### src/rtl/tx_arbiter_if.sv
// tx_arbiter_if: bundle between the round-robin frame scheduler and its
// surroundings (requesting clients plus the 5-bit serial transmitter).
//   req/data          clients -> scheduler: level requests and 5-bit words
//   ack/done/busy     scheduler -> clients: latch strobe, frame-done, busy
//   grant_id/err      scheduler status: current/last winner, sticky error
//   tx_en/tx_baslat   scheduler -> transmitter: bit tick and start request
//   tx_D              scheduler -> transmitter: latched frame word
//   tx_mesgul         transmitter -> scheduler: busy flag
// master: the scheduler side. slave: clients + transmitter side.
interface tx_arbiter_if #(
  parameter int N_REQ = 4
);
  localparam int ID_W = (N_REQ > 1) ? $clog2(N_REQ) : 1;

  logic [N_REQ-1:0]   req;
  logic [5*N_REQ-1:0] data;
  logic [N_REQ-1:0]   ack;
  logic               done;
  logic               busy;
  logic [ID_W-1:0]    grant_id;
  logic               err;
  logic               tx_en;
  logic               tx_baslat;
  logic [4:0]         tx_D;
  logic               tx_mesgul;

  modport master (
    input  req, data, tx_mesgul,
    output ack, done, busy, grant_id, err, tx_en, tx_baslat, tx_D
  );

  modport slave (
    output req, data, tx_mesgul,
    input  ack, done, busy, grant_id, err, tx_en, tx_baslat, tx_D
  );
endinterface

### src/rtl/tx_arbiter.sv
// tx_arbiter: round-robin scheduler sharing one 5-bit serial transmitter
// (start 0, D[0..4], stop 1; one line state per bit tick) among N_REQ
// requesters. Generates the bit tick, latches the winner's word, issues
// the start request, counts the 7 frame ticks and rotates priority.
// Ports:
//   clk    system clock
//   reset  asynchronous, active-low reset
//   bus    tx_arbiter_if.master (req/data in, ack/done/busy/grant_id/err
//          out, tx_en/tx_baslat/tx_D out, tx_mesgul in)
module tx_arbiter #(
  parameter int N_REQ = 4,
  parameter int DIV   = 16
) (
  input  logic         clk,
  input  logic         reset,
  tx_arbiter_if.master bus
);
  localparam int ID_W  = (N_REQ > 1) ? $clog2(N_REQ) : 1;
  localparam int DIV_W = (DIV > 1) ? $clog2(DIV) : 1;

  typedef enum logic [1:0] {
    IDLE  = 2'd0,
    START = 2'd1,
    SEND  = 2'd2
  } state_t;

  state_t           state;
  state_t           state_nx;

  logic [DIV_W-1:0] div_cnt;
  logic             tx_en_q;
  logic [ID_W-1:0]  ptr;
  logic [2:0]       bitcnt;

  logic [N_REQ-1:0] ack_q;
  logic             done_q;
  logic             busy_q;
  logic [ID_W-1:0]  gid_q;
  logic [4:0]       txd_q;
  logic             err_q;
  logic             baslat;

  logic [4:0]       words [N_REQ];
  logic [ID_W-1:0]  cand;
  logic             pick_vld;
  logic [ID_W-1:0]  pick_id;
  logic [N_REQ-1:0] pick_oh;
  logic [ID_W-1:0]  ptr_nx;

  // Free-running bit-tick divider; tx_en is the registered wrap strobe,
  // so the first tick appears DIV cycles after reset release.
  always_ff @(posedge clk or negedge reset) begin
    if (!reset) begin
      div_cnt <= '0;
      tx_en_q <= 1'b0;
    end else begin
      tx_en_q <= (div_cnt == DIV_W'(DIV - 1));
      div_cnt <= (div_cnt == DIV_W'(DIV - 1)) ? '0 : div_cnt + 1'b1;
    end
  end

  always_comb begin
    for (int unsigned i = 0; i < N_REQ; i++) begin
      words[i] = bus.data[5*i +: 5];
    end
  end

  // Round-robin search ptr, ptr+1, ... (mod N_REQ); first set bit wins.
  always_comb begin
    cand     = '0;
    pick_vld = 1'b0;
    pick_id  = '0;
    for (int unsigned i = 0; i < N_REQ; i++) begin
      cand = ID_W'((32'(ptr) + i) % N_REQ);
      if (!pick_vld && bus.req[cand]) begin
        pick_vld = 1'b1;
        pick_id  = cand;
      end
    end
  end

  always_comb begin
    pick_oh          = '0;
    pick_oh[pick_id] = 1'b1;
  end

  always_comb begin
    ptr_nx = (gid_q == ID_W'(N_REQ - 1)) ? '0 : gid_q + 1'b1;
  end

  // State register
  always_ff @(posedge clk or negedge reset) begin
    if (!reset) begin
      state <= IDLE;
    end else begin
      state <= state_nx;
    end
  end

  // Next-state logic. A tick coinciding with the IDLE grant is not used
  // as the start tick: START always waits for a later tick.
  always_comb begin
    state_nx = state;
    unique case (state)
      IDLE:    if (pick_vld) state_nx = START;
      START:   if (tx_en_q) state_nx = SEND;
      SEND:    if (tx_en_q && bitcnt == 3'd6) state_nx = IDLE;
      default: state_nx = IDLE;
    endcase
  end

  // Output logic: start request is held for the whole START state, which
  // the transmitter samples on exactly one tick.
  always_comb begin
    baslat = 1'b0;
    unique case (state)
      START:   baslat = 1'b1;
      default: baslat = 1'b0;
    endcase
  end

  // Registered datapath: grant latch, tick counting, status and error.
  always_ff @(posedge clk or negedge reset) begin
    if (!reset) begin
      ptr    <= '0;
      bitcnt <= '0;
      ack_q  <= '0;
      done_q <= 1'b0;
      busy_q <= 1'b0;
      gid_q  <= '0;
      txd_q  <= '0;
      err_q  <= 1'b0;
    end else begin
      ack_q  <= '0;
      done_q <= 1'b0;
      // bitcnt 0..5 corresponds to transmitter states s1..s6
      if (state == SEND && bitcnt <= 3'd5 && !bus.tx_mesgul) begin
        err_q <= 1'b1;
      end
      unique case (state)
        IDLE: begin
          if (pick_vld) begin
            txd_q  <= words[pick_id];
            gid_q  <= pick_id;
            ack_q  <= pick_oh;
            busy_q <= 1'b1;
          end
        end
        START: begin
          if (tx_en_q) bitcnt <= '0;
        end
        SEND: begin
          if (tx_en_q) begin
            if (bitcnt == 3'd6) begin
              done_q <= 1'b1;
              busy_q <= 1'b0;
              ptr    <= ptr_nx;
            end else begin
              bitcnt <= bitcnt + 3'd1;
            end
          end
        end
        default: ;
      endcase
    end
  end

  assign bus.ack       = ack_q;
  assign bus.done      = done_q;
  assign bus.busy      = busy_q;
  assign bus.grant_id  = gid_q;
  assign bus.err       = err_q;
  assign bus.tx_en     = tx_en_q;
  assign bus.tx_baslat = baslat;
  assign bus.tx_D      = txd_q;
endmodule

### src/flat_wrapper.sv
// flat-port wrapper written by rule: the top's interface ports become plain ports
module tx_arbiter_flat 
#(
  parameter int N_REQ = 4,
  parameter int DIV   = 16
)
  (clk, reset, bus_req, bus_data, bus_tx_mesgul, bus_ack, bus_done, bus_busy, bus_grant_id, bus_err, bus_tx_en, bus_tx_baslat, bus_tx_D);
  tx_arbiter_if #(.N_REQ(N_REQ)) bus_i ();
  input  logic clk;
  input  logic reset;
  input wire logic [$bits(bus_i.req)-1:0] bus_req;
  input wire logic [$bits(bus_i.data)-1:0] bus_data;
  input wire logic [$bits(bus_i.tx_mesgul)-1:0] bus_tx_mesgul;
  output wire logic [$bits(bus_i.ack)-1:0] bus_ack;
  output wire logic [$bits(bus_i.done)-1:0] bus_done;
  output wire logic [$bits(bus_i.busy)-1:0] bus_busy;
  output wire logic [$bits(bus_i.grant_id)-1:0] bus_grant_id;
  output wire logic [$bits(bus_i.err)-1:0] bus_err;
  output wire logic [$bits(bus_i.tx_en)-1:0] bus_tx_en;
  output wire logic [$bits(bus_i.tx_baslat)-1:0] bus_tx_baslat;
  output wire logic [$bits(bus_i.tx_D)-1:0] bus_tx_D;
  assign bus_i.req = bus_req;
  assign bus_i.data = bus_data;
  assign bus_i.tx_mesgul = bus_tx_mesgul;
  assign bus_ack = bus_i.ack;
  assign bus_done = bus_i.done;
  assign bus_busy = bus_i.busy;
  assign bus_grant_id = bus_i.grant_id;
  assign bus_err = bus_i.err;
  assign bus_tx_en = bus_i.tx_en;
  assign bus_tx_baslat = bus_i.tx_baslat;
  assign bus_tx_D = bus_i.tx_D;
  tx_arbiter #(.N_REQ(N_REQ), .DIV(DIV)) u_core (.clk(clk), .reset(reset), .bus(bus_i));
endmodule
### config.mk
export PLATFORM = sky130hd
export DESIGN_NAME = tx_arbiter_flat
export DESIGN_NICKNAME = d
export VERILOG_FILES = /design/src/rtl/tx_arbiter_if.sv /design/src/rtl/tx_arbiter.sv /design/src/flat_wrapper.sv
export SDC_FILE = /design/constraint.sdc
export NUM_CORES = 1
export LEC_CHECK = 0
export BUFFER_PORTS_ARGS = -buffer_cell sky130_fd_sc_hd__buf_2
export CAP_MARGIN = 30
export CORE_MARGIN = 2
export CORE_UTILIZATION = 49
export CTS_CLUSTER_DIAMETER = 50
export DETAILED_ROUTE_END_ITERATION = 12
export GPL_TIMING_DRIVEN = 0
export PLACE_DENSITY_LB_ADDON = 0.3
export SLEW_MARGIN = 30
export SYNTH_ARGS = -nofsm -noshare
export SYNTH_HDL_FRONTEND = slang
export SYNTH_SLANG_ARGS = --single-unit
export TNS_END_PERCENT = 1
### constraint.sdc
create_clock -name clk -period 1.6 [get_ports clk]
set_input_delay 0.08 -clock clk [delete_from_list [all_inputs] [get_ports clk]]
set_output_delay 0.08 -clock clk [all_outputs]
set_load 0.03 [all_outputs]
---- Word-level counts from Yosys, hierarchy flattened ----
Cells that the tools add are included.
word-level totals
  register bits after elaboration ......... 26
  bits of input ports ..................... 27
  logic and storage cells ................. 97
cells by class
  $add $sub $neg .......................... 6
  magnitude comparators ................... 8
  equality and inequality tests ........... 11
  mux-type cells .......................... 41
  bitwise gates (word level) .............. 1
  reduce and logical (&&, ||, !) cells .... 19
operators by type and width
  operator                                                     number
  two-way mux 1 bit                                            16
  two-way mux 2 bit                                            8
  less-than comparator 2 x 3 -> 1 bit (second input constant)  5
  two-way mux 4 bit                                            3
  binary-select mux 5 bit (select 2 bit)                       1
  two-way mux 5 bit                                            2
  != test 2 x 1 -> 1 bit (second input constant)               5
  two-way mux 3 bit                                            3
  binary-select mux 1 bit (select 2 bit)                       4
  AND reduction 4 bit                                          2
  logical AND 1 bit                                            7
  one-hot mux 2 bit (3 select lines)                           1
  one-hot mux 3 bit (2 select lines)                           1
  AND reduction 3 bit                                          2
  adder 2 x 1 -> 2 bit (second input constant)                 2
  adder 2 bit (second input constant)                          2
  adder 4 x 1 -> 4 bit (second input constant)                 1
  equality test 2 bit (second input constant)                  2
  equality test 4 bit (second input constant)                  1
  logical NOT 1 bit                                            4
  nonzero test 2 bit                                           2
  adder 3 x 1 -> 3 bit (second input constant)                 1
  equality test 3 bit (second input constant)                  1
  greater-or-equal comparator 3 bit (second input constant)    1
  other kinds (9)                                              9

---- Longest topological paths before layout ----
  depth in word-level cells ............... 18
  gate-level depth with buffers ........... 6
  mapped depth without buffers ............ 6

---- Worst setup path after synthesis ----
OpenSTA, ideal clock, no wires.
  kind .................................... register -> register
  from .................................... reg u_core.tx_en_q, in the netlist u_core.bus.tx_en
  to ...................................... reg u_core.ptr[1]
  library setup time ...................... 0.128 ns
  arrival ................................. 1.377 ns
  required time ........................... 1.472 ns
  path slack .............................. 0.095 ns
  cell stages (with the launch flop) ...... 5
  buffers on the path ..................... 1
  clock period less this slack ............ 1.505 ns
  cell sequence ........................... dfrtp_1 clkbuf_1 nand4_1 nor2_1 mux2_1
on the way
  cells in the longest elaborated chain, start to end .. 1
RTL lines
  item                           RTL line           source
  start, declared                tx_arbiter.sv:31   logic tx_en_q;
  start signal, assigned         tx_arbiter.sv:57   tx_en_q <= (div_cnt == DIV_W'(DIV - 1));
  AND reduction 3 bit (no line)  n/a
  end signal, assigned           tx_arbiter.sv:157  ptr <= ptr_nx;
  end, declared                  tx_arbiter.sv:32   logic [ID_W-1:0] ptr;
Every way passes these cells.
A chain may end at the register's enable or synchronous reset.

---- Worst setup path in the final report ----
  from .................................... reg u_core.ptr[1]
  to ...................................... reg u_core.txd_q[2], in the netlist u_core.bus.tx_D[2]
on the way
  cells in the longest elaborated chain, start to end .. 16
  elaborated cells on any way between the ends .. 30
RTL lines
  item                                                           RTL line           source
  branches (longest 16 deep; another with adder 2 x 1 -> 2 bit)  n/a
  end signal, assigned                                           tx_arbiter.sv:143  txd_q <= words[pick_id];
  end, declared                                                  tx_arbiter.sv:39   logic [4:0] txd_q;
Several ways; the timed one is not identified. The select of a mux whose other input is x is not followed.

==> results.sh <==
export IMPL_n_fill_cell=214
export IMPL_netlist_cell_type_count=35
export IMPL_p_comb_share_pct=11.0
export IMPL_grt_ovfl_total=0
export IMPL_dpl_cell_area_um2=1560
export IMPL_hold_class="primary input to register"
export IMPL_multiInputGateArea_um2=651
export IMPL_seq_area_um2=653
export IMPL_diodes=0
export IMPL_cts_tree="yes"
export IMPL_pwr_density_cell_nw_per_um2=650
export IMPL_grt_pass1_wl_um=4750
export IMPL_setup_viol=0
export IMPL_cp_start_kind="register"
export IMPL_fin_nets=211
export IMPL_synthArstFlopShare_pct=100
export IMPL_min_to="u_core.bus.tx_D[0]$_DFFE_PN0P_"
export IMPL_drt_pass1_iter_count=4
export IMPL_max_stage_delay_ps=470
export IMPL_synth_edf_count=0
export IMPL_finalCriticalPeriod_ps=1550
export IMPL_dieWidth_um=55.7
export IMPL_drive_above_1_share_pct=39.3
export IMPL_drv_cap=0
export IMPL_grt_max_degree=27
export IMPL_vias_per_cell=5.46
export IMPL_gp_congestion=0.889
export IMPL_cts_sinks=26
export IMPL_tightestPinTransition_ps=563
export IMPL_cellLeakagePower_nw=0.914
export IMPL_ys_seq_elements=26
export IMPL_r2r_cells=6
export IMPL_via_count=1136
export IMPL_max_freq_mhz=646
export IMPL_h_tree_depth=1
export IMPL_grt_setup_unrepaired="true"
export IMPL_post_place_ws_ps=18.2
export IMPL_peakVddDrop_mv=0.502
export IMPL_drc=0
export IMPL_syn_area_um2=1310
export IMPL_worstSetupStartpoint="u_core.ptr[1]$_DFFE_PN0P_"
export IMPL_drt_iter0_drc=35
export IMPL_syn_inst=127
export IMPL_cp_end_kind="register"
export IMPL_synth_net_count=159
export IMPL_ys_flop_type="dfrtp_1"
export IMPL_initial_utilization_pct=52.4
export IMPL_power_mw=1.11
export IMPL_hold_path_startpoint="bus_data[15]"
export IMPL_swShare_pct=22.5
export IMPL_stdcell_area_um2=1700
export IMPL_reg2reg_to="u_core.bus.tx_D[2]$_DFFE_PN0P_"
export IMPL_p_switching_uw=249
export IMPL_skew_ps=10.3
export IMPL_grt_pass1_vias=1099
export IMPL_hold_violations=0
export IMPL_crit_chain="a21o_1 > a21boi_2 > o22ai_2 > or2_1 > buf_6 > o221ai_2"
export IMPL_rows=18
export IMPL_dieArea_um2=3100
export IMPL_p_int_uw=858
export IMPL_pwr_share_clk_pct=29.7
export IMPL_crit_arrival_ps=1800
export IMPL_fin_crit_sh_pct=96.7
export IMPL_syn_mean_instance_area_um2=10.3
export IMPL_whs_path_depth=3
export IMPL_avgRoutedWirePerCell_um=14.7
export IMPL_dpl_hpwl_um=2150
export IMPL_layout_common_cells="buf_2, dfrtp_1, nand2_1, nor2_1, mux2i_1"
export IMPL_relSlewSlack_pct=62.4
export IMPL_seqPwrFrac_pct=59.4
export IMPL_clk_latency_ps=320
export IMPL_required_ps=1850
export IMPL_core_area_um2=2500
export IMPL_cts_buffers=3
export IMPL_finalMaxSlewViolations=0
export IMPL_cts_buffer_depth=2
export IMPL_path_max_fanout=8
export IMPL_cp_slowest_cell="dfrtp_2"
export IMPL_setup_slack_ps=52.5
export IMPL_outcome="finished, final reports clean"
export IMPL_r2r_setup_slack_ps=50
export IMPL_root_buffer="clkbuf_4"
export IMPL_clk_pin_slew_ps=140
export IMPL_final_antenna_net_count=0
export IMPL_r2r_start="u_core.ptr[1]$_DFFE_PN0P_"
export IMPL_dieHeight_um=55.7
export IMPL_ys_warn_count=0
export IMPL_io_pins=43
export IMPL_final_common_cell="buf_2"
export IMPL_crit_type="register to register"
export IMPL_antenna_found_initial=0
export IMPL_portBuffers=42
export IMPL_synth_seq_area_share_pct=49.7
export IMPL_syn_to_final_growth_pct=29.9
export IMPL_track_usage_pct=19.2
export IMPL_route_final_wire_length_um=3060
worst max path at each step:
stage                                           endpoint
after floorplan                u_core.ptr[1]$_DFFE_PN0P_
after global placement         u_core.ptr[1]$_DFFE_PN0P_
after detailed placement       u_core.ptr[1]$_DFFE_PN0P_
after CTS                 u_core.bus.tx_D[2]$_DFFE_PN0P_
after global routing           u_core.ptr[1]$_DFFE_PN0P_
final                     u_core.bus.tx_D[2]$_DFFE_PN0P_
timing repair:
item,CTS,global route
gates resized for setup,2,18
hold buffers,1,0
cloned,0,1
endpoints found under the setup margin,2,6
pin swaps,0,4
setup buffers,0,3
endpoints found under the hold margin,26,0
kinds of logic after synthesis:
logic type,share of synthesized area (%)
AO/OA/AOI/OAI,17.5
XOR/XNOR,0.669
adder cells (fa/ha/maj),4.78
buffers and inverters,5.25
flip-flops,49.7
multiplexers,9.26
AND/OR/NAND/NOR,12.9
metal layers:
metal / part of all wire [%] / up-vias / global-route usage, %
met4: 1.0 / 0 / 6.62
met3: 3.8 / 4 / 4.42
met1: 41 / 541 / 22.6
li1: - / 557 / -
met5: 0 / - / 0
met2: 54 / 34 / 34.2
Yosys cell counts, drive strengths merged (2+ instances only):
cell	number	area share (%)
nand2	12	3.4
nand3	5	1.9
o21ai	9	3.4
clkbuf	4	1.1
nor2	11	3.2
o221ai	6	4.5
o22ai	2	0.95
dfrtp	26	50
a21oi	5	1.9
ha	5	4.8
buf	3	2.1
inv	7	2.0
nor2b	3	1.6
a22o	2	1.3
mux2i	11	8.4
a21o	2	1.1
stage by stage:
stage / std cells / utilization [%] / setup TNS, ps / hold slack (ps)
CTS: 204 / 64.3 / 0 / 71.9
floorplan: 127 / - / 0 / -216
global placement: 199 / 62.3 / 0 / 99.4
finish: 208 / 68.1 / 0 / 64.6
detailed placement: 199 / 62.3 / 0 / 102
global route: 208 / 68.1 / -175 / 75.6
registers in the layout (all words and copies together), names as in the netlist:
register and cells:
u_core.bus.tx_D 5, u_core.bus.ack 4, u_core.div_cnt 4, u_core.bitcnt 3, u_core.bus.grant_id 2, u_core.ptr 2, u_core.state 2, u_core.bus.busy 1
u_core.bus.done 1, u_core.bus.err 1, u_core.bus.tx_en 1
final cells by class:
cell class / instances / area share, %
well taps: 30 / 2.21
flip-flops and latches: 26 / 38.4
repair buffers: 47 / 14.9
inverters: 7 / 1.54
plain buffers: 7 / 2.57
multi-input cells: 87 / 38.2
clock buffers: 4 / 2.13
critical path, delay by kind of cell, from the launching register on:
kind | cells | cell delay [ps]
flip-flops | 1 | 470
buffers and inverters | 1 | 140
AND/OR/NAND/NOR | 1 | 240
AO/OA/AOI/OAI | 4 | 630
power groups by stage:
| stage | clock network (mW) | logic [mW] | registers, mW |
|---|---|---|---|
| detailed placement | 0 | 0.0993 | 0.670 |
| CTS | 0.336 | 0.101 | 0.657 |
| finish | 0.328 | 0.121 | 0.657 |
| global placement | 0 | 0.0946 | 0.670 |
| floorplan | 0 | 0.0451 | 0.670 |
| global route | 0.369 | 0.134 | 0.657 |
Power figures use the tool's default switching activity.
